## config.mk

```make
export PLATFORM = sky130hd
export DESIGN_NAME = read_strided
export DESIGN_NICKNAME = d
export VERILOG_FILES = /design/src/rtl/read_strided.sv
export SDC_FILE = /design/constraint.sdc
export NUM_CORES = 1
export LEC_CHECK = 0
export CORE_MARGIN = 1
export CORE_UTILIZATION = 59
export CTS_BUF_LIST = sky130_fd_sc_hd__clkbuf_4
export DETAILED_ROUTE_END_ITERATION = 10
export PLACE_DENSITY_LB_ADDON = 0.1
export SETUP_SLACK_MARGIN = 0.1
export SYNTH_ARGS = -nofsm -noshare
export SYNTH_HDL_FRONTEND = slang
export SYNTH_SLANG_ARGS = --single-unit
```

## constraint.sdc

```tcl
create_clock -name clk -period 4.5 [get_ports clk]
set_clock_uncertainty 0.15 [all_clocks]
set_input_delay 0.675 -clock clk [delete_from_list [all_inputs] [get_ports clk]]
set_output_delay 0.675 -clock clk [all_outputs]
set_load 0.1 [all_outputs]
```

## src/rtl/read_strided.sv

```systemverilog
// Strided 2-D read engine: walks iterations x reads-per-iteration over a fixed-latency
// memory port and forwards returned data through a credit-protected output FIFO.
module read_strided #(
   parameter int DATA_WIDTH             = 8,
   parameter int LOG_MAX_ITERS          = 8,
   parameter int LOG_MAX_READS_PER_ITER = 16,
   parameter int LOG_MAX_ADDRESS        = 12,
   parameter int READ_LATENCY           = 1,
   parameter int FIFO_DEPTH             = 4
) (
   input  logic                              clk,
   input  logic                              rst,
   input  logic                              configure,
   input  logic [LOG_MAX_ITERS-1:0]          num_iters,
   input  logic [LOG_MAX_READS_PER_ITER-1:0] num_reads_per_iter,
   input  logic [LOG_MAX_ADDRESS-1:0]        base_address,
   input  logic [LOG_MAX_ADDRESS-1:0]        iter_stride,
   output logic [LOG_MAX_ADDRESS-1:0]        address_out,
   output logic                              request,
   input  logic                              valid_in,
   input  logic [DATA_WIDTH-1:0]             data_in,
   input  logic                              avail_in,
   output logic                              valid_out,
   output logic [DATA_WIDTH-1:0]             data_out,
   output logic                              busy,
   output logic                              done
);

   localparam int PW = $clog2(FIFO_DEPTH);
   localparam int CW = $clog2(FIFO_DEPTH + 1);
   localparam logic [CW:0] DEPTH_W = (CW + 1)'(FIFO_DEPTH);

   typedef enum logic [1:0] {IDLE, RUN, DRAIN, FINISH} state_t;

   state_t                              state, state_next;
   logic [LOG_MAX_ITERS-1:0]            cfg_iters;
   logic [LOG_MAX_READS_PER_ITER-1:0]   cfg_reads;
   logic [LOG_MAX_ADDRESS-1:0]          cfg_stride;
   logic [LOG_MAX_ADDRESS-1:0]          iter_base;
   logic [LOG_MAX_READS_PER_ITER-1:0]   j;
   logic [LOG_MAX_ITERS-1:0]            i;
   logic [CW-1:0]                       in_flight;
   logic [CW-1:0]                       fifo_count;
   logic [PW-1:0]                       rd_ptr, wr_ptr;
   logic [DATA_WIDTH-1:0]               fifo_mem [FIFO_DEPTH];

   logic          issue, push, pop, last_i, last_j, can_issue;
   logic [CW:0]   occupancy;

   // Returns are only accepted while a transfer owns outstanding requests.
   assign push      = valid_in && (state != IDLE) && (in_flight != '0);
   assign pop       = (fifo_count != '0) && avail_in;
   assign occupancy = {1'b0, fifo_count} + {1'b0, in_flight} - {{CW{1'b0}}, pop};
   assign can_issue = (occupancy < DEPTH_W);
   assign last_j    = (j == cfg_reads - LOG_MAX_READS_PER_ITER'(1));
   assign last_i    = (i == cfg_iters - LOG_MAX_ITERS'(1));

   assign valid_out = (fifo_count != '0);
   assign data_out  = valid_out ? fifo_mem[rd_ptr] : '0;
   assign busy      = (state == RUN) || (state == DRAIN);
   assign done      = (state == FINISH);

   // NOTE: sequential state uses non-blocking assignments so every register samples pre-edge values.
   always_ff @(posedge clk or negedge rst) begin
      if (!rst) state <= IDLE;
      else      state <= state_next;
   end

   // NOTE: defaults first so no path through the case leaves a signal unassigned (no latch).
   always_comb begin
      state_next = state;
      issue      = 1'b0;
      unique case (state)
         IDLE: begin
            // An empty pattern passes through DRAIN, which exits at once.
            if (configure)
               state_next = (num_iters == '0 || num_reads_per_iter == '0) ? DRAIN : RUN;
         end
         RUN: begin
            if (can_issue) begin
               issue = 1'b1;
               if (last_i && last_j) state_next = DRAIN;
            end
         end
         DRAIN: begin
            // Leave on the edge of the final pop so done follows it by exactly one cycle.
            if (in_flight == '0 &&
                (fifo_count == '0 || (fifo_count == CW'(1) && pop)))
               state_next = FINISH;
         end
         FINISH:  state_next = IDLE;
         default: state_next = IDLE;
      endcase
   end

   always_ff @(posedge clk or negedge rst) begin
      if (!rst) begin
         cfg_iters   <= '0;
         cfg_reads   <= '0;
         cfg_stride  <= '0;
         iter_base   <= '0;
         j           <= '0;
         i           <= '0;
         request     <= 1'b0;
         address_out <= '0;
         in_flight   <= '0;
      end else begin
         request <= issue;
         if (state == IDLE && configure) begin
            cfg_iters  <= num_iters;
            cfg_reads  <= num_reads_per_iter;
            cfg_stride <= iter_stride;
            iter_base  <= base_address;
            j          <= '0;
            i          <= '0;
         end else if (issue) begin
            address_out <= iter_base + LOG_MAX_ADDRESS'(j);
            if (last_j) begin
               j         <= '0;
               i         <= i + LOG_MAX_ITERS'(1);
               iter_base <= iter_base + cfg_stride;
            end else begin
               j <= j + LOG_MAX_READS_PER_ITER'(1);
            end
         end
         unique case ({issue, push})
            2'b10:   in_flight <= in_flight + CW'(1);
            2'b01:   in_flight <= in_flight - CW'(1);
            default: in_flight <= in_flight;
         endcase
      end
   end

   always_ff @(posedge clk or negedge rst) begin
      if (!rst) begin
         rd_ptr     <= '0;
         wr_ptr     <= '0;
         fifo_count <= '0;
      end else begin
         if (push) wr_ptr <= wr_ptr + PW'(1);
         if (pop)  rd_ptr <= rd_ptr + PW'(1);
         unique case ({push, pop})
            2'b10:   fifo_count <= fifo_count + CW'(1);
            2'b01:   fifo_count <= fifo_count - CW'(1);
            default: fifo_count <= fifo_count;
         endcase
      end
   end

   // NOTE: storage is not reset; fifo_count gates every read, so stale contents are never visible.
   always_ff @(posedge clk) begin
      if (push) fifo_mem[wr_ptr] <= data_in;
   end

endmodule

```

======== Word level (Yosys, flattened, before mapping) ========
Memory sizes are Yosys's and may differ from the RTL's.
Index checks and enable logic that the tools add are counted.
operators by class
  add/sub/neg operators ................... 14
  order comparisons ....................... 1
  eq/ne operators ......................... 14
  muxes and demuxes ....................... 22
  bitwise logic cells ..................... 1
  reduce and logical (&&, ||, !) cells .... 25
operators with widths
  cell                   number
  $mux 16                3
  $mux 12                3
  $mux 8                 4
  $add 12x12->12         2
  $add 16x1->16 const B  1
  $eq 16x16->1           1
  $logic_not 16->1       1
  $sub 16x1->16 const B  1
  $pmux 3 s2             2
  $mux 2                 5
  $reduce_bool 2->1      5
  $add 8x1->8 const B    1
  $eq 2x2->1 const B     4
  $eq 8x8->1             1
  $logic_not 8->1        1
  $pmux 2 s4             1
  $sub 8x1->8 const B    1
  $logic_and 1x1->1      7
  $add 3x1->3 const B    2
  $eq 2x1->1 const B     3
  $logic_not 3->1        2
  $reduce_bool 3->1      2
  $sub 3x1->3 const B    2
  $add 2x1->2 const B    2
  other kinds (12)       20
storage, ports and cells
  bits in registers ....................... 97
  memory bits (writable) .................. 32
  output and inout bits ................... 24
  logic and storage cells ................. 91
  memories ................................ 1
memory list
  memory    depth  bits a word  read ports  clocked after memory_dff  write ports  RTL line  RTL
  fifo_mem  4      8            1           0                         1            45        logic [DATA_WIDTH-1:0] fifo_mem [FIFO_DEPTH];

======== Depth between registers and ports, before layout ========
  depth in word-level cells ............... 8
  gate-level depth with buffers ........... 17
  depth with buffers taken out ............ 17

======== Worst setup path after synthesis ========
OpenSTA, ideal clock, no wires.
  path kind ............................... register -> register
  from .................................... reg fifo_count[0]
  to ...................................... reg i[3]
  arrival time ............................ 4.056 ns
  data required time ...................... 4.272 ns
  slack ................................... 0.216 ns
  stages on the path, launching flop included .. 15
  buffers on the path ..................... 1
  path through ............................ dfrtp_1 -> inv_1 -> ha_1 -> nand2_1 -> and2_1 -> ha_1 -> inv_1 -> ha_1 -> and3b_1 -> o41ai_1 -> nand2_1 -> or4_1 -> buf_2 -> or3_1 -> a21oi_1
between the ends
  cells in the longest elaborated chain, start to end .. 8
RTL lines
  element                      RTL line  RTL
  from (decl)                  43        logic [CW-1:0] fifo_count;
  from (signal assigned)       143       2'b10: fifo_count <= fifo_count + CW'(1);
  from (signal assigned)       144       2'b01: fifo_count <= fifo_count - CW'(1);
  from (signal assigned)       145       default: fifo_count <= fifo_count;
  $reduce_bool 3->1            n/a
  via valid_out                23        output logic valid_out,
  $logic_and 1x1->1            52        assign pop = (fifo_count != '0) && avail_in;
  via pop                      47        logic issue, push, pop, last_i, last_j, can_issue;
  $sub 4x1->4                  53        assign occupancy = {1'b0, fifo_count} + {1'b0, in_flight} - {{CW{1'b0}}, pop};
  $lt 4x3->1                   54        assign can_issue = (occupancy < DEPTH_W);
  $mux 1                       80        if (can_issue) begin
  $mux 1                       73        unique case (state)
  $reduce_bool 2->1 (no line)  n/a
  $reduce_and 2->1 (no line)   n/a
  to (signal assigned)         120       i <= i + LOG_MAX_ITERS'(1);
  to (decl)                    41        logic [LOG_MAX_ITERS-1:0] i;
The timed path passes the listed nets, and every way through them passes these cells.
A chain may end at the register's enable or synchronous reset.

======== Worst setup path in the final report ========
  from .................................... reg fifo_count[0]
  to ...................................... reg i[3]
between the ends
  cells in the longest elaborated chain, start to end .. 8
RTL lines
  element                      RTL line
  $reduce_bool 3->1            52
  $logic_and 1x1->1            52
  via pop                      47
  $sub 4x1->4                  53
  $lt 4x3->1                   54
  $mux 1                       80
  $mux 1                       73
  $reduce_bool 2->1 (no line)  n/a
  $reduce_and 2->1 (no line)   n/a
The timed path passes the listed nets, and every way through them passes these cells.

==> results.yml <==
sta:
  finalHoldViolCount: 0
  setup_viol: 0
  finalCritPeriodShare_pct: 95.5
  fin_crit_ps: 4300
  slew_violations: 0
  worst_pin_slew_ps: 1010
  setup_tns_ps: 0
  maxSlewHeadroom_pct: 32.4
  max_freq_ghz: 0.233
yosys:
  synthSimpleGateAreaFrac_pct: 20.0
  synth_flop_cell: "dfrtp_1"
  ys_seq_area_share_pct: 44.8
  yosysTopAreaCell: "dfrtp_1"
  ys_top_cells_by_count: "nand2_1 (150), dfrtp_1 (97), ha_1 (45)"
  ys.warnings.count: 0
  syn_nets: 877
  synth_edf_count: 32
  synth_top_family_by_area: "simple AND/OR/NAND/NOR gates"
  synthCells: 768
  syn_area_sq_um: 7570
  synthMuxAreaShare_pct: 4.83
  synth-compound-area-share_pct: 13.2
  async_flop_share_pct: 75.2
  synth.most_common_cell: "nand2_1"
  yosys-top-cells-area: "dfrtp_1 (32%), edfxtp_1 (13%), ha_1 (7.4%)"
  yosysTopAreaCellShare_pct: 32.1
  ys_ff_latch: 129
  synthXorXnorAreaFrac_pct: 5.67
  synth-adder-area-share_pct: 8.24
  synth_cell_types: 71
  postSynthAreaPerCell_sq_um: 9.85
finish:
  final_area_sq_um: 8910
  antenna_cells: 0
  num-fill-cells: 970
  drive_above_1_share_pct: 7.92
  nets: 967
  fin_util_pct: 70.9
  final_cells: 1043
  syn_to_final_growth_pct: 17.8
detailed_routing:
  routed_wl_microns: 18000
  vias: 6099
  first_iter_violations: 406
  ant_nets: 0
  vias_per_cell: 5.85
  dr.pass1.iters: 5
  wl_per_cell_microns: 17.3
  drc: 0
floorplan:
  ioPinCount: 85
  row_count: 41
  start_util_pct: 60.2
  die-area_sq_um: 13300
  die_h_microns: 115
  core_area_sq_um: 12600
  die_w_microns: 115
setup_path:
  worst_ep_required_time_ps: 4850
  timing.rr.end: "i[3]"
  endpoint_kind: "flip-flop"
  r2r_cells: 13
  path_class: "flip-flop to flip-flop"
  r2r_slack_ps: 200
  worstPathMaxFanout: 10
  critPathLaunchType: "flip-flop"
  r2r_start: "fifo_count[0]"
  arrival_ps: 4640
power_and_ir_drop:
  switching_share_pct: 48.7
  total_power_uw: 6480
  ir_worst_vdd_mv: 0.433
  p_seq_share_pct: 30.5
  p_leak_uw: 0.00389
  combPwrFrac_pct: 55.9
  p_per_area_nw_per_um2: 727
  pwr-share-clk_pct: 13.6
  switchingPower_uw: 3160
  internal-power_uw: 3320
global_route:
  grt_start_max_net_pins: 73
  grt-ovfl-total: 0
  grt_first_pass_wirelength_microns: 29500
  grt_pass1_vias: 5971
  grt_usage_pct: 29.5
  antenna_found_initial: 0
cts:
  tritoncts: "done"
  cts_buffers: 17
  htree_levels: 4
  cts_setup_buffers: 0
  root_buffer: "clkbuf_4"
  clk_pin_slew_ps: 120
  clock_path_buffers: 2
  postCtsHoldBufs: 0
  clk-insertion-delay-late_ps: 570
  numClockSinks: 129
placement:
  gp_congestion: 0.816
  dp_cells: 1011
  portBuffers: 84
  post_dp_cell_area_sq_um: 8600
  dp_hpwl_microns: 13500
status:
  status: "complete, no violations"
run:
  drv_cap: 0
hold_path:
  hp-class: "primary input to async pin"
==> per-stage QoR <==
stage | setup slack [ps] | hold slack [ps]
finish | 203 | 96.9
global route | -84.3 | 174
CTS | 306 | 128
detailed placement | 227 | 323
global placement | 409 | 313
floorplan | 216 | 229
==> timing repair <==
action	4_1_cts	5_1_grt
setup endpoints to repair	0	1
resized for setup	0	1
endpoints found under the hold margin	0	0
==> kinds of logic (layout without fill, tap and decap cells) <==
| group | Yosys count | in the layout |
|---|---|---|
| xor gates and xnor gates | 49 | 49 |
| adders and majority gates | 48 | 48 |
| and+or+nand+nor | 306 | 306 |
| muxes | 26 | 26 |
| DFF | 129 | 129 |
| AOI/OAI and AO/OA | 149 | 149 |
| buffers and inverters | 61 | 164 |
==> cells in the final DEF, fill, tap and decap left out, drive strengths merged, types with 9 or more instances in the layout <==
cell type      synthesis  layout
a21oi                 30      30
and2                  15      15
buf                    5      12
clkbuf                19      19
clkdlybuf4s50          0      83
dfrtp                 97      97
edfxtp                32      32
ha                    45      45
inv                   37      37
mux2i                 14      14
nand2                150     150
nand2b                 9       9
nand3                 14      14
nor2                  22      22
nor3                  16      16
nor4                  16      16
o21a                  17      17
o21ai                 40      40
o311ai                10      10
o31ai                  9       9
or3                    9       9
xnor2                 30      30
xor2                  19      19
==> area by class of cell <==
cell class / instances / area (sq um) / share of cell area (%)
clock buffers: 19 / 143 / 1.60
clock inverters: 13 / 168 / 1.88
inverters: 37 / 139 / 1.56
multi-input cells: 578 / 3940 / 44.2
flip-flops and latches: 129 / 3390 / 38.0
well taps: 172 / 215 / 2.41
repair buffers: 95 / 921 / 10.3
==> worst max-delay path, stage by stage, from the launching register on <==
cell	delay (ps)
dfrtp_1	430
inv_1	100
ha_1	220
nand2_1	290
and2_1	280
ha_1	170
inv_1	40
ha_1	260
and3b_1	180
o41ai_1	610
nand2_2	260
or4_1	690
or3_1	380
a21oi_1	160
==> routing by layer <==
layer	global-route usage (%)	routed length, microns	share of wire, %
met1	40.5	8110	45
met3	5.06	946	5.2
met2	47.4	8670	48
met5	0	0	0
met4	10.2	320	1.8
==> flip-flops by register name, summed over array words and instances, names as in the netlist, 3 cells and up <==
register / cells
address_out: 12
cfg_iters: 8
cfg_reads: 16
cfg_stride: 12
fifo_count: 3
fifo_mem: 32
i: 8
in_flight: 3
iter_base: 12
j: 16
==> power by group through the flow <==
stage / Sequential [uW] / Combinational (uW) / Clock (uW)
floorplan: 2160 / 2550 / 0
global placement: 1980 / 3450 / 0
detailed placement: 2000 / 3580 / 0
CTS: 1980 / 3610 / 888
global route: 2030 / 3950 / 939
finish: 1980 / 3620 / 880
==> worst max path at each step <==
stage	slack, ps	startpoint	cells after the start	endpoint
after floorplan	220	fifo_count[0]	14	i[3]
after global placement	410	avail_in	11	i[3]
after detailed placement	230	avail_in	11	i[3]
after CTS	310	fifo_count[0]	13	i[3]
after global routing	-80	fifo_count[0]	13	i[5]
final	200	fifo_count[0]	13	i[3]
No activity file was read; power rests on OpenSTA's default activity.
